==> src/rtl/riscv_pkg.sv <==
// Shared fetch-path types and constants: state encoding, instruction width, reset PC.
// No logic, so no latency.
// No handshake of its own; it only carries the types used by the fetch handshakes.
package riscv_pkg;

    localparam int ILEN = 32;
    localparam logic [ILEN-1:0] DEFAULT_RESET_PC = 32'h0000_0000;

    typedef enum logic [1:0] {
        IDLE = 2'd0,
        REQ  = 2'd1,
        WAIT = 2'd2
    } fetch_state_t;

    // Instruction fetches are word-granular, so the low two address bits are forced to zero.
    function automatic logic [ILEN-1:0] word_align(input logic [ILEN-1:0] addr);
        return addr & ~32'h0000_0003;
    endfunction

endpackage

==> src/rtl/fetch_unit_if.sv <==
// Groups the memory, redirect and decode signals of the fetch unit.
// No logic, so no latency.
// master = fetch unit side; slave = memory, branch unit and decode side.
interface fetch_unit_if;
    import riscv_pkg::*;

    logic            redirect;
    logic [ILEN-1:0] redirect_pc;
    logic            imem_req;
    logic [ILEN-1:0] imem_addr;
    logic            imem_gnt;
    logic            imem_rvalid;
    logic [ILEN-1:0] imem_rdata;
    logic            instr_valid;
    logic [ILEN-1:0] instr;
    logic [ILEN-1:0] instr_pc;
    logic            instr_ready;

    modport master (
        input  redirect, redirect_pc, imem_gnt, imem_rvalid, imem_rdata, instr_ready,
        output imem_req, imem_addr, instr_valid, instr, instr_pc
    );

    modport slave (
        output redirect, redirect_pc, imem_gnt, imem_rvalid, imem_rdata, instr_ready,
        input  imem_req, imem_addr, instr_valid, instr, instr_pc
    );

endinterface

==> src/rtl/fetch_fifo.sv <==
// Small register FIFO holding fetched {pc, instruction} pairs.
// Push is visible at the head the cycle after it is written; the head is read straight from registers.
// Push is refused when full unless a pop happens in the same cycle; flush overrides push and pop.
module fetch_fifo #(
    parameter int DEPTH = 2,
    parameter int WIDTH = 64
) (
    input  logic                         clk,
    input  logic                         reset,
    input  logic                         flush_i,
    input  logic                         push_i,
    input  logic [WIDTH-1:0]             push_dat_i,
    input  logic                         pop_i,
    output logic [WIDTH-1:0]             head_dat_o,
    output logic                         full_o,
    output logic                         empty_o,
    output logic [$clog2(DEPTH+1)-1:0]   count_o
);

    localparam int AW = $clog2(DEPTH);
    localparam int CW = $clog2(DEPTH + 1);

    logic [WIDTH-1:0] mem_q [DEPTH];
    logic [AW-1:0]    wr_ptr_q, wr_ptr_d;
    logic [AW-1:0]    rd_ptr_q, rd_ptr_d;
    logic [CW-1:0]    count_q, count_d;
    logic             do_push, do_pop;

    assign full_o     = (count_q == CW'(DEPTH));
    assign empty_o    = (count_q == '0);
    assign count_o    = count_q;
    assign head_dat_o = mem_q[rd_ptr_q];

    // Pointer and occupancy update; depth is a power of two so pointers wrap naturally.
    always_comb begin
        do_pop   = pop_i & ~empty_o;
        do_push  = push_i & (~full_o | do_pop);
        wr_ptr_d = wr_ptr_q;
        rd_ptr_d = rd_ptr_q;
        count_d  = count_q;
        if (flush_i) begin
            wr_ptr_d = '0;
            rd_ptr_d = '0;
            count_d  = '0;
        end else begin
            if (do_push) wr_ptr_d = wr_ptr_q + AW'(1);
            if (do_pop)  rd_ptr_d = rd_ptr_q + AW'(1);
            case ({do_push, do_pop})
                2'b10:   count_d = count_q + CW'(1);
                2'b01:   count_d = count_q - CW'(1);
                default: count_d = count_q;
            endcase
        end
    end

    // Pointer and count registers.
    always_ff @(posedge clk) begin
        if (reset) begin
            wr_ptr_q <= '0;
            rd_ptr_q <= '0;
            count_q  <= '0;
        end else begin
            wr_ptr_q <= wr_ptr_d;
            rd_ptr_q <= rd_ptr_d;
            count_q  <= count_d;
        end
    end

    // Storage; cleared on reset so the head reads zero out of reset.
    always_ff @(posedge clk) begin
        if (reset) begin
            for (int i = 0; i < DEPTH; i++) mem_q[i] <= '0;
        end else if (do_push && !flush_i) begin
            mem_q[wr_ptr_q] <= push_dat_i;
        end
    end

endmodule

==> src/rtl/fetch_unit.sv <==
// Instruction fetch: one outstanding memory request at a time, responses buffered toward decode.
// rvalid in cycle N shows up as instr_valid in N+1; one instruction per two cycles at best.
// Stops requesting while the buffer is full; a redirect flushes the buffer and drops the in-flight reply.
module fetch_unit
    import riscv_pkg::*;
#(
    parameter logic [ILEN-1:0] RESET_PC  = DEFAULT_RESET_PC,
    parameter int              BUF_DEPTH = 2
) (
    input  logic         clk,
    input  logic         reset,
    fetch_unit_if.master bus
);

    localparam int CW  = $clog2(BUF_DEPTH + 1);
    localparam int CW1 = CW + 1;

    fetch_state_t     state_q, state_d;
    logic [ILEN-1:0]  pc_q, pc_d;
    logic             discard_q, discard_d;

    logic             buf_push, buf_pop, buf_full, buf_empty;
    logic [CW-1:0]    buf_count;
    logic [2*ILEN-1:0] buf_head;
    logic [CW1-1:0]   fill_after_push;

    fetch_fifo #(
        .DEPTH (BUF_DEPTH),
        .WIDTH (2*ILEN)
    ) u_buf (
        .clk        (clk),
        .reset      (reset),
        .flush_i    (bus.redirect),
        .push_i     (buf_push),
        .push_dat_i ({pc_q, bus.imem_rdata}),
        .pop_i      (buf_pop),
        .head_dat_o (buf_head),
        .full_o     (buf_full),
        .empty_o    (buf_empty),
        .count_o    (buf_count)
    );

    assign bus.imem_req    = (state_q == REQ);
    assign bus.imem_addr   = pc_q;
    assign bus.instr_valid = ~buf_empty;
    assign bus.instr       = buf_head[ILEN-1:0];
    assign bus.instr_pc    = buf_head[2*ILEN-1:ILEN];

    // Next state: request sequencing, response capture, and redirect handling.
    always_comb begin
        state_d         = state_q;
        pc_d            = pc_q;
        discard_d       = discard_q;
        buf_push        = 1'b0;
        buf_pop         = ~buf_empty & bus.instr_ready;
        fill_after_push = {1'b0, buf_count} + CW1'(1) - CW1'(buf_pop);
        case (state_q)
            IDLE: begin
                // A redirect empties the buffer, so a slot is guaranteed next cycle.
                if (bus.redirect || !buf_full) state_d = REQ;
            end
            REQ: begin
                if (bus.imem_gnt) begin
                    state_d = WAIT;
                    // The granted address is the old path; its reply must be thrown away.
                    if (bus.redirect) discard_d = 1'b1;
                end
            end
            WAIT: begin
                if (bus.imem_rvalid) begin
                    discard_d = 1'b0;
                    if (bus.redirect || discard_q) begin
                        state_d = REQ;
                    end else begin
                        buf_push = 1'b1;
                        pc_d     = pc_q + 32'd4;
                        state_d  = (fill_after_push < CW1'(BUF_DEPTH)) ? REQ : IDLE;
                    end
                end else if (bus.redirect) begin
                    discard_d = 1'b1;
                end
            end
            default: state_d = REQ;
        endcase
        if (bus.redirect) pc_d = word_align(bus.redirect_pc);
    end

    // State, PC and discard registers.
    always_ff @(posedge clk) begin
        if (reset) begin
            state_q   <= REQ;
            pc_q      <= RESET_PC;
            discard_q <= 1'b0;
        end else begin
            state_q   <= state_d;
            pc_q      <= pc_d;
            discard_q <= discard_d;
        end
    end

endmodule

==> src/flat_wrapper.sv <==
// flat-port wrapper written by rule: the top's interface ports become plain ports
module fetch_unit_flat import riscv_pkg::*;
#(
    parameter logic [ILEN-1:0] RESET_PC  = DEFAULT_RESET_PC,
    parameter int              BUF_DEPTH = 2
)
  (clk, reset, bus_redirect, bus_redirect_pc, bus_imem_gnt, bus_imem_rvalid, bus_imem_rdata, bus_instr_ready, bus_imem_req, bus_imem_addr, bus_instr_valid, bus_instr, bus_instr_pc);
  fetch_unit_if bus_i ();
  input  logic clk;
  input  logic reset;
  input wire logic [$bits(bus_i.redirect)-1:0] bus_redirect;
  input wire logic [$bits(bus_i.redirect_pc)-1:0] bus_redirect_pc;
  input wire logic [$bits(bus_i.imem_gnt)-1:0] bus_imem_gnt;
  input wire logic [$bits(bus_i.imem_rvalid)-1:0] bus_imem_rvalid;
  input wire logic [$bits(bus_i.imem_rdata)-1:0] bus_imem_rdata;
  input wire logic [$bits(bus_i.instr_ready)-1:0] bus_instr_ready;
  output wire logic [$bits(bus_i.imem_req)-1:0] bus_imem_req;
  output wire logic [$bits(bus_i.imem_addr)-1:0] bus_imem_addr;
  output wire logic [$bits(bus_i.instr_valid)-1:0] bus_instr_valid;
  output wire logic [$bits(bus_i.instr)-1:0] bus_instr;
  output wire logic [$bits(bus_i.instr_pc)-1:0] bus_instr_pc;
  assign bus_i.redirect = bus_redirect;
  assign bus_i.redirect_pc = bus_redirect_pc;
  assign bus_i.imem_gnt = bus_imem_gnt;
  assign bus_i.imem_rvalid = bus_imem_rvalid;
  assign bus_i.imem_rdata = bus_imem_rdata;
  assign bus_i.instr_ready = bus_instr_ready;
  assign bus_imem_req = bus_i.imem_req;
  assign bus_imem_addr = bus_i.imem_addr;
  assign bus_instr_valid = bus_i.instr_valid;
  assign bus_instr = bus_i.instr;
  assign bus_instr_pc = bus_i.instr_pc;
  fetch_unit #(.RESET_PC(RESET_PC), .BUF_DEPTH(BUF_DEPTH)) u_core (.clk(clk), .reset(reset), .bus(bus_i));
endmodule
==> config.mk <==
export PLATFORM = sky130hd
export DESIGN_NAME = fetch_unit_flat
export DESIGN_NICKNAME = d
export VERILOG_FILES = /design/src/rtl/riscv_pkg.sv /design/src/rtl/fetch_unit_if.sv /design/src/rtl/fetch_fifo.sv /design/src/rtl/fetch_unit.sv /design/src/flat_wrapper.sv
export SDC_FILE = /design/constraint.sdc
export NUM_CORES = 1
export LEC_CHECK = 0
export ABC_AREA = 1
export CORE_MARGIN = 1
export CORE_UTILIZATION = 55
export CTS_CLUSTER_DIAMETER = 80
export CTS_CLUSTER_SIZE = 28
export DETAILED_ROUTE_END_ITERATION = 16
export MAX_ROUTING_LAYER = met4
export PLACE_DENSITY_LB_ADDON = 0.1
export SYNTH_ARGS = -nofsm -noshare
export SYNTH_HDL_FRONTEND = slang
export SYNTH_HIERARCHICAL = 1
export SYNTH_SLANG_ARGS = --single-unit
==> constraint.sdc <==
create_clock -name clk -period 7 [get_ports clk]
set_clock_uncertainty 0.1 [all_clocks]
set_input_delay 1.4 -clock clk [delete_from_list [all_inputs] [get_ports clk]]
set_output_delay 1.4 -clock clk [all_outputs]
set_load 0.02 [all_outputs]
==> results of run 1 <==
## final timing paths
check | from | endpoint | slack (ns) | depth (start not counted)
worst min register to register | u_core/u_buf/rd_ptr_q | flop | 0.37 | 2
worst max-delay path | reset | u_core/u_buf/mem_q[1][46] | 2.95 | 6
worst max register to register | u_core/u_buf/count_o[0] | u_core/u_buf/mem_q[1][46] | 3.97 | 11
worst min-delay path | u_core/u_buf/rd_ptr_q | flop | 0.37 | 2
## power groups by stage
stage          logic (uW)  registers, uW  clock network [uW]
5_1_grt               240           1130                 988
4_1_cts               224           1120                 943
2_1_floorplan         107           1150                   0
6_report              223           1120                 931
3_3_place_gp          221           1140                   0
3_5_place_dp          223           1140                   0
## stage by stage
stage,total power (uW),instance area [um^2],worst slack (ns),utilization,hold WS (ns)
floorplan,1260,8540,2.65,-,0.347
global placement,1360,10200,2.47,0.673,0.355
detailed placement,1370,10200,2.47,0.673,0.359
CTS,2290,10800,2.91,0.712,0.371
global route,2360,10800,2.75,0.712,0.396
finish,2280,10800,2.95,0.712,0.373
## layout make-up
cell class              count  area share
clock buffers              18      0.0398
repair buffers            171       0.157
flip-flops and latches    166       0.427
well taps                 188      0.0218
multi-input cells         511       0.300
inverters                 113      0.0393
clock inverters            14      0.0148
## worst reg2reg max path, delay by kind of cell, from the launching register on
kind,cells,cell delay [ns]
AND/OR/NAND/NOR,6,1.04
buffers and inverters,5,0.98
flip-flops,1,0.37
## synth_stat cells, types with 2 or more instances
library cell               instances
sky130_fd_sc_hd__a21o_1            2
sky130_fd_sc_hd__a21oi_1          26
sky130_fd_sc_hd__a21oi_2           4
sky130_fd_sc_hd__a22oi_1          10
sky130_fd_sc_hd__a31oi_1           4
sky130_fd_sc_hd__buf_12            4
sky130_fd_sc_hd__buf_2            12
sky130_fd_sc_hd__buf_4             5
sky130_fd_sc_hd__buf_6             7
sky130_fd_sc_hd__clkbuf_1          3
sky130_fd_sc_hd__dfxtp_1          38
sky130_fd_sc_hd__edfxtp_1        128
sky130_fd_sc_hd__inv_1           109
sky130_fd_sc_hd__inv_2             4
sky130_fd_sc_hd__mux2_2           64
sky130_fd_sc_hd__nand2_1         106
sky130_fd_sc_hd__nand2_2          12
sky130_fd_sc_hd__nand2_4           5
sky130_fd_sc_hd__nand3_1          39
sky130_fd_sc_hd__nand3_2           4
sky130_fd_sc_hd__nand4_1           2
sky130_fd_sc_hd__nor2_1          122
sky130_fd_sc_hd__nor2_2           21
sky130_fd_sc_hd__nor2_4           49
sky130_fd_sc_hd__nor2_8            3
sky130_fd_sc_hd__nor3_1            5
sky130_fd_sc_hd__o21ai_0          14
sky130_fd_sc_hd__o21bai_1          3
sky130_fd_sc_hd__o221ai_1          2
sky130_fd_sc_hd__xnor2_1           2
sky130_fd_sc_hd__xor2_1            3
## state kept, by name (all words and copies together), names as in the netlist, named ones only
name                   flops
u_core/state_q             2
u_core/u_buf/wr_ptr_q      1
u_core/u_buf/mem_q       128
u_core/discard_q           1
u_core/u_buf/rd_ptr_q      1
u_core/u_buf/count_o       2
u_core/bus.imem_addr      30
## kinds of logic after synthesis
group,count (synthesis),share of synthesized area
other,1,0.000440
AND/OR/NAND/NOR,370,0.237
XOR/XNOR,5,0.00514
flip-flops,166,0.540
AO/OA/AOI/OAI,67,0.0477
adder cells (fa/ha/maj),1,0.00147
multiplexers,64,0.0845
buffers and inverters,147,0.0844
## layer usage
metal,GRT usage,up-vias,part of all wire
met5,-,-,0
met4,0.0645,0,0.012
met2,0.381,208,0.48
li1,-,2997,-
met1,0.318,2909,0.46
met3,0.0468,19,0.051
==> impl_results.html, run 1 <==
<table>
<tr><th>Metric</th><th>Value</th></tr>
<tr><th colspan="2">Synth</th></tr>
<tr><td>Biggest area consumer among synthesized cells</td><td>sky130_fd_sc_hd__edfxtp_1</td></tr>
<tr><td>Share of Yosys cell area claimed by the top area cell type</td><td>0.451</td></tr>
<tr><td>Number of instances in the synthesized netlist</td><td>821</td></tr>
<tr><td>Dominant register cell in the synthesized netlist</td><td>sky130_fd_sc_hd__edfxtp_1</td></tr>
<tr><td>Number of synthesized flops with an enable pin</td><td>128</td></tr>
<tr><td>Post-synthesis instance area</td><td>roughly 0.0085 mm^2</td></tr>
<tr><td>Post-synth ARST share</td><td>0</td></tr>
<tr><td>Largest cells by area after synthesis</td><td>sky130_fd_sc_hd__edfxtp_1, sky130_fd_sc_hd__dfxtp_1, sky130_fd_sc_hd__mux2_2</td></tr>
<tr><td>Number of different library cells in the post-synthesis netlist</td><td>40</td></tr>
<tr><td>Warnings from Yosys</td><td>6</td></tr>
<tr><td>Sequential share of the synthesized area</td><td>0.540</td></tr>
<tr><td>Post-synthesis register bit count</td><td>approximately 170</td></tr>
<tr><td>Mean post-synth cell area</td><td>around 10 um^2</td></tr>
<tr><th colspan="2">Worst setup path</th></tr>
<tr><td>Arrival time at the worst endpoint</td><td>between 3 and 4 ns</td></tr>
<tr><td>Worst Path Buf+Inv</td><td>3</td></tr>
<tr><td>Category of the critical setup timing path</td><td>in2reg</td></tr>
<tr><td>Endpoint class of the critical path</td><td>flop</td></tr>
<tr><td>Ordered cell list for the critical path</td><td>clkdlybuf4s50_1 -&gt; buf_4 -&gt; nor2_1 -&gt; nand3_4 -&gt; buf_4 -&gt; nand2_4</td></tr>
<tr><td>Crit-path most repeated cell</td><td>sky130_fd_sc_hd__buf_4</td></tr>
<tr><td>Maximum fanout along the worst path</td><td>64</td></tr>
<tr><td>Slowest CP cell</td><td>sky130_fd_sc_hd__nand2_4</td></tr>
<tr><td>Data required, critical path</td><td>slightly below 7 ns</td></tr>
<tr><td>Largest incremental delay on the critical path</td><td>between 0.7 and 0.8 ns</td></tr>
<tr><td>Startpoint types</td><td>primary input</td></tr>
<tr><td>Cell family contributing the most delay on the critical path</td><td>buffers and inverters</td></tr>
<tr><th colspan="2">Floorplanning</th></tr>
<tr><td>Core footprint</td><td>about 0.015 mm^2</td></tr>
<tr><td>Die outline area</td><td>approximately 0.016 mm^2</td></tr>
<tr><td>Number of I/O pins</td><td>around 170</td></tr>
<tr><td>Number of rows created at floorplan</td><td>45</td></tr>
<tr><td>Die width</td><td>approximately 130 um</td></tr>
<tr><td>Vertical die dimension</td><td>approximately 130 um</td></tr>
<tr><td>Starting density of the core</td><td>0.563</td></tr>
<tr><th colspan="2">Clock network</th></tr>
<tr><td>Insertion delay to the later sink of the worst-skew pair</td><td>approximately 0.42 ns</td></tr>
<tr><td>Clk slew on worst S/H paths</td><td>about 0.060 ns</td></tr>
<tr><td>Post-CTS setup buffer count</td><td>0</td></tr>
<tr><td>Total number of clock tree sinks</td><td>between 150 and 200</td></tr>
<tr><td>H-tree depth</td><td>4</td></tr>
<tr><td>Number of cells upsized or downsized after cts</td><td>0</td></tr>
<tr><td>CTS hold repair buffers</td><td>0</td></tr>
<tr><td>Num CTS Buffers</td><td>17</td></tr>
<tr><td>Max Root-Sink Buffers</td><td>2</td></tr>
<tr><td>CTS tree</td><td>done</td></tr>
<tr><td>Clock Tree Root</td><td>sky130_fd_sc_hd__clkbuf_16</td></tr>
<tr><th colspan="2">Power and ir drop</th></tr>
<tr><td>Proportion of power drawn by the clock network</td><td>0.409</td></tr>
<tr><td>IR Drop Worst-Case VDD</td><td>approximately 0.16 mV</td></tr>
<tr><td>Switching Fraction</td><td>0.229</td></tr>
<tr><td>Internal Dissipation</td><td>~1800 uW</td></tr>
<tr><td>Sequential Power Share</td><td>0.493</td></tr>
<tr><td>Ratio of total power to cell area</td><td>about 210 mW/mm^2</td></tr>
<tr><td>Leakage power summed over all cells</td><td>roughly 0.0040 uW</td></tr>
<tr><td>Proportion of power drawn by combinational gates</td><td>0.098</td></tr>
<tr><td>Total net switching power</td><td>522 uW</td></tr>
<tr><th colspan="2">Route</th></tr>
<tr><td>1st-iter DRT viols</td><td>just under 500</td></tr>
<tr><td>Number of vias per cell after detailed routing</td><td>around 5.2</td></tr>
<tr><td>Routed via count</td><td>approximately 6.1k</td></tr>
<tr><td>Antenna violation net count after detailed routing</td><td>0</td></tr>
<tr><td>Total wirelength of the detailed-routed design</td><td>approximately 18 mm</td></tr>
<tr><td>Detail-routed net length per standard cell</td><td>15.1 um</td></tr>
<tr><td>DRT Pass-1 Iters</td><td>5</td></tr>
<tr><td>Remaining DRCs</td><td>0</td></tr>
<tr><th colspan="2">Place</th></tr>
<tr><td>Placed instance count</td><td>~1.1k</td></tr>
<tr><td>DP Wirelength</td><td>~11 mm</td></tr>
<tr><td>Weighted congestion at the end of routability-driven global placement</td><td>around 0.90</td></tr>
<tr><td>I/O Buffers</td><td>about 160</td></tr>
<tr><th colspan="2">STA</th></tr>
<tr><td>Final critical path time including I/O delays and setup</td><td>roughly 4.0 ns</td></tr>
<tr><td>Aggregate negative setup slack</td><td>0 ns</td></tr>
<tr><td>Number of slew-limit violations in the final report</td><td>0</td></tr>
<tr><td>Worst slew slack as a fraction of its limit</td><td>0.373</td></tr>
<tr><td>RSZ-0062 raised after global routing</td><td>false</td></tr>
<tr><td>Final setup viols</td><td>0</td></tr>
<tr><td>Slew @ Worst Pin</td><td>0.940 ns</td></tr>
<tr><td>Share of the cycle needed by the critical path after routing</td><td>0.578</td></tr>
<tr><td>Upper clock frequency limit</td><td>around 250 MHz</td></tr>
<tr><td>Final count of hold timing violations</td><td>0</td></tr>
<tr><th colspan="2">Cells and area</th></tr>
<tr><td>Fill cell count</td><td>1161</td></tr>
<tr><td>Area of the multi-input gates</td><td>roughly 0.0032 mm^2</td></tr>
<tr><td>Most common library cell in the layout ignoring fill and taps</td><td>sky130_fd_sc_hd__clkdlybuf4s50_1</td></tr>
<tr><td>Leading cell types in the layout, fill and taps excluded</td><td>sky130_fd_sc_hd__clkdlybuf4s50_1, sky130_fd_sc_hd__edfxtp_1, sky130_fd_sc_hd__nor2_1, sky130_fd_sc_hd__inv_1, sky130_fd_sc_hd__nand2_1</td></tr>
<tr><td>Post-layout net count</td><td>about 1.1k</td></tr>
<tr><td>Antenna diode count</td><td>0</td></tr>
<tr><td>Ratio of cells with drive above 1 in the final layout</td><td>0.207</td></tr>
<tr><td>Layout overhead on the synthesized area</td><td>26.5%</td></tr>
<tr><td>Finished Layout Cells</td><td>~1.2k</td></tr>
<tr><td>Footprint of the flip-flops and latches</td><td>0.00461 mm^2</td></tr>
<tr><th colspan="2">Global route</th></tr>
<tr><td>Total track usage</td><td>0.240</td></tr>
<tr><td>Number of global-route vias before repair</td><td>approximately 5.7k</td></tr>
<tr><td>Initial antenna violation count</td><td>0</td></tr>
<tr><td>Pin count of the biggest net entering global routing</td><td>66</td></tr>
<tr><td>First-pass GRT wire length</td><td>approximately 29 mm</td></tr>
<tr><td>Total congestion overflow after global routing</td><td>0</td></tr>
<tr><th colspan="2">Status</th></tr>
<tr><td>Status</td><td>finished, final reports clean</td></tr>
<tr><th colspan="2">Worst hold path</th></tr>
<tr><td>Class of the worst hold path</td><td>reg2reg</td></tr>
<tr><th colspan="2">Flow run</th></tr>
<tr><td>Number of max-cap violations</td><td>0</td></tr>
</table>
No activity file was read; power rests on OpenSTA's default activity.
==> inputs of run 2 (changes only) <==
--- a/config.mk
+++ b/config.mk
@@ -7,7 +7,7 @@
 export LEC_CHECK = 0
 export ABC_AREA = 1
 export CORE_MARGIN = 1
-export CORE_UTILIZATION = 55
+export CORE_UTILIZATION = 52
 export CTS_CLUSTER_DIAMETER = 80
 export CTS_CLUSTER_SIZE = 28
 export DETAILED_ROUTE_END_ITERATION = 16
==> constraint.sdc (replaced) <==
create_clock -name clk -period 3.8 [get_ports clk]
set_clock_uncertainty 0.1 [all_clocks]
set_input_delay 0.76 -clock clk [delete_from_list [all_inputs] [get_ports clk]]
set_output_delay 0.76 -clock clk [all_outputs]
set_load 0.02 [all_outputs]
==> run 2 against run 1 <==
Net effect:
- worst hold slack better by 0.0073 ns
- non-clock buffer count up 5
- final cell count up 2.7%
- wire length up 0.85%
- clock power up 73%
- sequential cell count unchanged
- first-iteration DRC count down 13%
- global-route usage down 1.4 points
- setup slack worse by 2.4 ns
- largest cell class unchanged
- largest power group unchanged
==> impl_results.html, run 2 (synthesis results as in run 1) <==
<table>
<tr><th>Metric</th><th>Value</th></tr>
<tr><th colspan="2">Worst setup path</th></tr>
<tr><td>Maximum fanout along the worst path</td><td>23 (was 64)</td></tr>
<tr><td>Data required, critical path</td><td>2.94 ns (was 6.83 ns)</td></tr>
<tr><td>Worst Path Buf+Inv</td><td>2 (was 3)</td></tr>
<tr><td>Startpoint types</td><td>flop (was primary input)</td></tr>
<tr><td>Arrival time at the worst endpoint</td><td>2.36 ns (was 3.88 ns)</td></tr>
<tr><td>Largest incremental delay on the critical path</td><td>0.72 ns (was 0.73 ns)</td></tr>
<tr><td>Slowest CP cell</td><td>sky130_fd_sc_hd__dfxtp_2 (was sky130_fd_sc_hd__nand2_4)</td></tr>
<tr><td>Category of the critical setup timing path</td><td>reg2out (was in2reg)</td></tr>
<tr><td>Ordered cell list for the critical path</td><td>buf_12 -&gt; mux2_2 -&gt; clkdlybuf4s50_1 (was clkdlybuf4s50_1 -&gt; buf_4 -&gt; nor2_1 -&gt; nand3_4 -&gt; buf_4 -&gt; nand2_4)</td></tr>
<tr><td>Endpoint class of the critical path</td><td>output pin (was flop)</td></tr>
<tr><td>Cell family contributing the most delay on the critical path</td><td>buffers and inverters (unchanged)</td></tr>
<tr><th colspan="2">Cells and area</th></tr>
<tr><td>Leading cell types in the layout, fill and taps excluded</td><td>sky130_fd_sc_hd__clkdlybuf4s50_1, sky130_fd_sc_hd__edfxtp_1, sky130_fd_sc_hd__nor2_1, sky130_fd_sc_hd__inv_1, sky130_fd_sc_hd__nand2_1 (unchanged)</td></tr>
<tr><td>Ratio of cells with drive above 1 in the final layout</td><td>0.209 (was 0.207)</td></tr>
<tr><td>Footprint of the flip-flops and latches</td><td>0.00461 mm^2 (unchanged)</td></tr>
<tr><td>Most common library cell in the layout ignoring fill and taps</td><td>sky130_fd_sc_hd__clkdlybuf4s50_1 (unchanged)</td></tr>
<tr><td>Post-route cell area</td><td>0.0109 mm^2 (was 0.0108 mm^2)</td></tr>
<tr><td>Post-layout net count</td><td>1056 (was 1051)</td></tr>
<tr><td>Register ranked first by flip-flop count</td><td>u_core/u_buf/mem_q (unchanged)</td></tr>
<tr><td>Area of the multi-input gates</td><td>0.00324 mm^2 (unchanged)</td></tr>
<tr><td>Largest register FFs</td><td>128 (unchanged)</td></tr>
<tr><td>Antenna diode count</td><td>0 (unchanged)</td></tr>
<tr><td>Layout overhead on the synthesized area</td><td>27.6% (was 26.5%)</td></tr>
<tr><td>Fill cell count</td><td>1284 (was 1161)</td></tr>
<tr><td>Fin util</td><td>0.682 (was 0.712)</td></tr>
<tr><th colspan="2">STA</th></tr>
<tr><td>Number of slew-limit violations in the final report</td><td>0 (unchanged)</td></tr>
<tr><td>Hold slack</td><td>0.381 ns (was 0.373 ns)</td></tr>
<tr><td>Share of the cycle needed by the critical path after routing</td><td>0.847</td></tr>
<tr><td>Aggregate negative setup slack</td><td>0 ns (unchanged)</td></tr>
<tr><td>Worst slew slack as a fraction of its limit</td><td>0.440 (was 0.373)</td></tr>
<tr><td>Upper clock frequency limit</td><td>a little over 300 MHz</td></tr>
<tr><td>RSZ-0062 raised after global routing</td><td>false (unchanged)</td></tr>
<tr><td>Final setup viols</td><td>0 (unchanged)</td></tr>
<tr><td>Slew @ Worst Pin</td><td>0.839 ns (was 0.940 ns)</td></tr>
<tr><td>Final critical path time including I/O delays and setup</td><td>between 3 and 4 ns</td></tr>
<tr><td>Final count of hold timing violations</td><td>0 (unchanged)</td></tr>
<tr><th colspan="2">Clock network</th></tr>
<tr><td>CTS hold repair buffers</td><td>0 (unchanged)</td></tr>
<tr><td>Max Root-Sink Buffers</td><td>2 (unchanged)</td></tr>
<tr><td>H-tree depth</td><td>4 (unchanged)</td></tr>
<tr><td>Post-CTS setup buffer count</td><td>0 (unchanged)</td></tr>
<tr><td>Total number of clock tree sinks</td><td>166 (unchanged)</td></tr>
<tr><td>Clock Tree Root</td><td>sky130_fd_sc_hd__clkbuf_16 (unchanged)</td></tr>
<tr><td>Insertion delay to the later sink of the worst-skew pair</td><td>0.42 ns (about the same)</td></tr>
<tr><td>CTS tree</td><td>done (unchanged)</td></tr>
<tr><td>Num CTS Buffers</td><td>17 (unchanged)</td></tr>
<tr><td>Clk slew on worst S/H paths</td><td>0.06 ns (about the same)</td></tr>
<tr><td>Number of cells upsized or downsized after cts</td><td>0 (unchanged)</td></tr>
<tr><th colspan="2">Floorplanning</th></tr>
<tr><td>Vertical die dimension</td><td>130 um (was 127 um)</td></tr>
<tr><td>Core footprint</td><td>0.0159 mm^2 (was 0.0151 mm^2)</td></tr>
<tr><td>Number of I/O pins</td><td>168 (unchanged)</td></tr>
<tr><td>Number of rows created at floorplan</td><td>46 (was 45)</td></tr>
<tr><td>Starting density of the core</td><td>0.535 (was 0.563)</td></tr>
<tr><td>Die outline area</td><td>0.0169 mm^2 (was 0.0160 mm^2)</td></tr>
<tr><td>Die width</td><td>130 um (was 127 um)</td></tr>
<tr><th colspan="2">Status</th></tr>
<tr><td>Status</td><td>finished, final reports clean (unchanged)</td></tr>
<tr><th colspan="2">Power and ir drop</th></tr>
<tr><td>IR Drop Worst-Case VDD</td><td>0.300 mV (was 0.158 mV)</td></tr>
<tr><td>Switching Fraction</td><td>0.227 (was 0.229)</td></tr>
<tr><td>Total power</td><td>4100 uW (was 2280 uW)</td></tr>
<tr><td>Ratio of total power to cell area</td><td>377 mW/mm^2 (was 211 mW/mm^2)</td></tr>
<tr><td>Proportion of power drawn by combinational gates</td><td>0.102 (was 0.098)</td></tr>
<tr><td>Internal Dissipation</td><td>3170 uW (was 1760 uW)</td></tr>
<tr><td>Total net switching power</td><td>931 uW (was 522 uW)</td></tr>
<tr><td>Leakage power summed over all cells</td><td>0.00407 uW (was 0.00404 uW)</td></tr>
<tr><td>Sequential Power Share</td><td>0.504 (was 0.493)</td></tr>
<tr><td>Proportion of power drawn by the clock network</td><td>0.394 (was 0.409)</td></tr>
<tr><th colspan="2">Route</th></tr>
<tr><td>Detail-routed net length per standard cell</td><td>14.8 um (was 15.1 um)</td></tr>
<tr><td>Routed via count</td><td>6057 (was 6133)</td></tr>
<tr><td>1st-iter DRT viols</td><td>424 (was 488)</td></tr>
<tr><td>Antenna violation net count after detailed routing</td><td>0 (unchanged)</td></tr>
<tr><td>Remaining DRCs</td><td>0 (unchanged)</td></tr>
<tr><td>Total wirelength of the detailed-routed design</td><td>18.0 mm (was 17.9 mm)</td></tr>
<tr><td>DRT Pass-1 Iters</td><td>5 (unchanged)</td></tr>
<tr><td>Number of vias per cell after detailed routing</td><td>4.99 (was 5.19)</td></tr>
<tr><th colspan="2">Place</th></tr>
<tr><td>I/O Buffers</td><td>163 (unchanged)</td></tr>
<tr><td>Weighted congestion at the end of routability-driven global placement</td><td>0.882 (was 0.897)</td></tr>
<tr><td>Post-detailed-placement cell area</td><td>0.0103 mm^2 (was 0.0102 mm^2)</td></tr>
<tr><td>DP Wirelength</td><td>12.0 mm (was 11.4 mm)</td></tr>
<tr><th colspan="2">Global route</th></tr>
<tr><td>Number of global-route vias before repair</td><td>5634 (was 5725)</td></tr>
<tr><td>Total congestion overflow after global routing</td><td>0 (unchanged)</td></tr>
<tr><td>Pin count of the biggest net entering global routing</td><td>66 (unchanged)</td></tr>
<tr><td>Initial antenna violation count</td><td>0 (unchanged)</td></tr>
<tr><td>Total track usage</td><td>0.226 (was 0.240)</td></tr>
<tr><td>First-pass GRT wire length</td><td>28.0 mm (was 28.9 mm)</td></tr>
<tr><th colspan="2">Flow run</th></tr>
<tr><td>Number of max-cap violations</td><td>0 (unchanged)</td></tr>
<tr><th colspan="2">Worst hold path</th></tr>
<tr><td>Class of the worst hold path</td><td>reg2reg (unchanged)</td></tr>
</table>
run 2: cell types whose count changed in the layout (fill, tap and decap cells not counted):
cell	change
sky130_fd_sc_hd__buf_12	+5
sky130_fd_sc_hd__clkbuf_1	+3
sky130_fd_sc_hd__clkinvlp_4	-2
sky130_fd_sc_hd__bufinv_16	-1
sky130_fd_sc_hd__clkinv_1	-1
sky130_fd_sc_hd__clkinv_2	+1
sky130_fd_sc_hd__clkinv_4	-1
run 2: worst paths after layout:
kind / startpoint / endpoint / slack (ns) / cells after the start
worst max register to register: u_core/u_buf/count_o[0] / u_core/u_buf/mem_q[1][59] / 1.45 / 11
worst min-delay path: u_core/u_buf/rd_ptr_q / flop / 0.38 / 2
worst min register to register: u_core/u_buf/rd_ptr_q / flop / 0.38 / 2
worst max-delay path: flop / bus_instr_pc[15] / 0.58 / 3
run 2: worst reg2reg max path, stage by stage, from the launching register on:
cell and delay [ns]:
sky130_fd_sc_hd__dfxtp_1 0.43, sky130_fd_sc_hd__inv_2 0.08, sky130_fd_sc_hd__nand2_1 0.09, sky130_fd_sc_hd__inv_1 0.05
sky130_fd_sc_hd__nor2_1 0.25, sky130_fd_sc_hd__inv_1 0.10, sky130_fd_sc_hd__nand2_1 0.09, sky130_fd_sc_hd__nand2_2 0.06
sky130_fd_sc_hd__inv_2 0.08, sky130_fd_sc_hd__nand3_4 0.09, sky130_fd_sc_hd__nand2_4 0.29, sky130_fd_sc_hd__buf_4 0.32
run 2: final cells by class:
cell class,count,share of cell area
Clock inverter,10,0.00989
Multi-Input combinational cell,511,0.298
Timing Repair Buffer,176,0.165
Inverter,113,0.0390
Clock buffer,21,0.0405
Sequential cell,166,0.423
Tap cell,216,0.0248
run 2: metrics by stage:
step | setup slack [ns] | instances
floorplan | 0.0939 | 824
global placement | 0.827 | 1182
detailed placement | 0.794 | 1182
CTS | 0.543 | 1213
global route | 0.486 | 1213
finish | 0.581 | 1213
run 2: metal layers:
metal | wire (um) | track usage | share of wire
met4 | 252 | 0.0705 | 0.014
met5 | 0 | - | 0
met1 | 8100 | 0.284 | 0.45
met3 | 1010 | 0.0463 | 0.056
met2 | 8640 | 0.367 | 0.48
run 2: power groups by stage:
stage / registers, uW / logic (uW) / clock network [uW]
after global placement: 2100 / 417 / 0
after detailed placement: 2110 / 419 / 0
after global routing: 2080 / 450 / 1710
after CTS: 2070 / 422 / 1640
final: 2070 / 418 / 1610
after floorplan: 2120 / 197 / 0
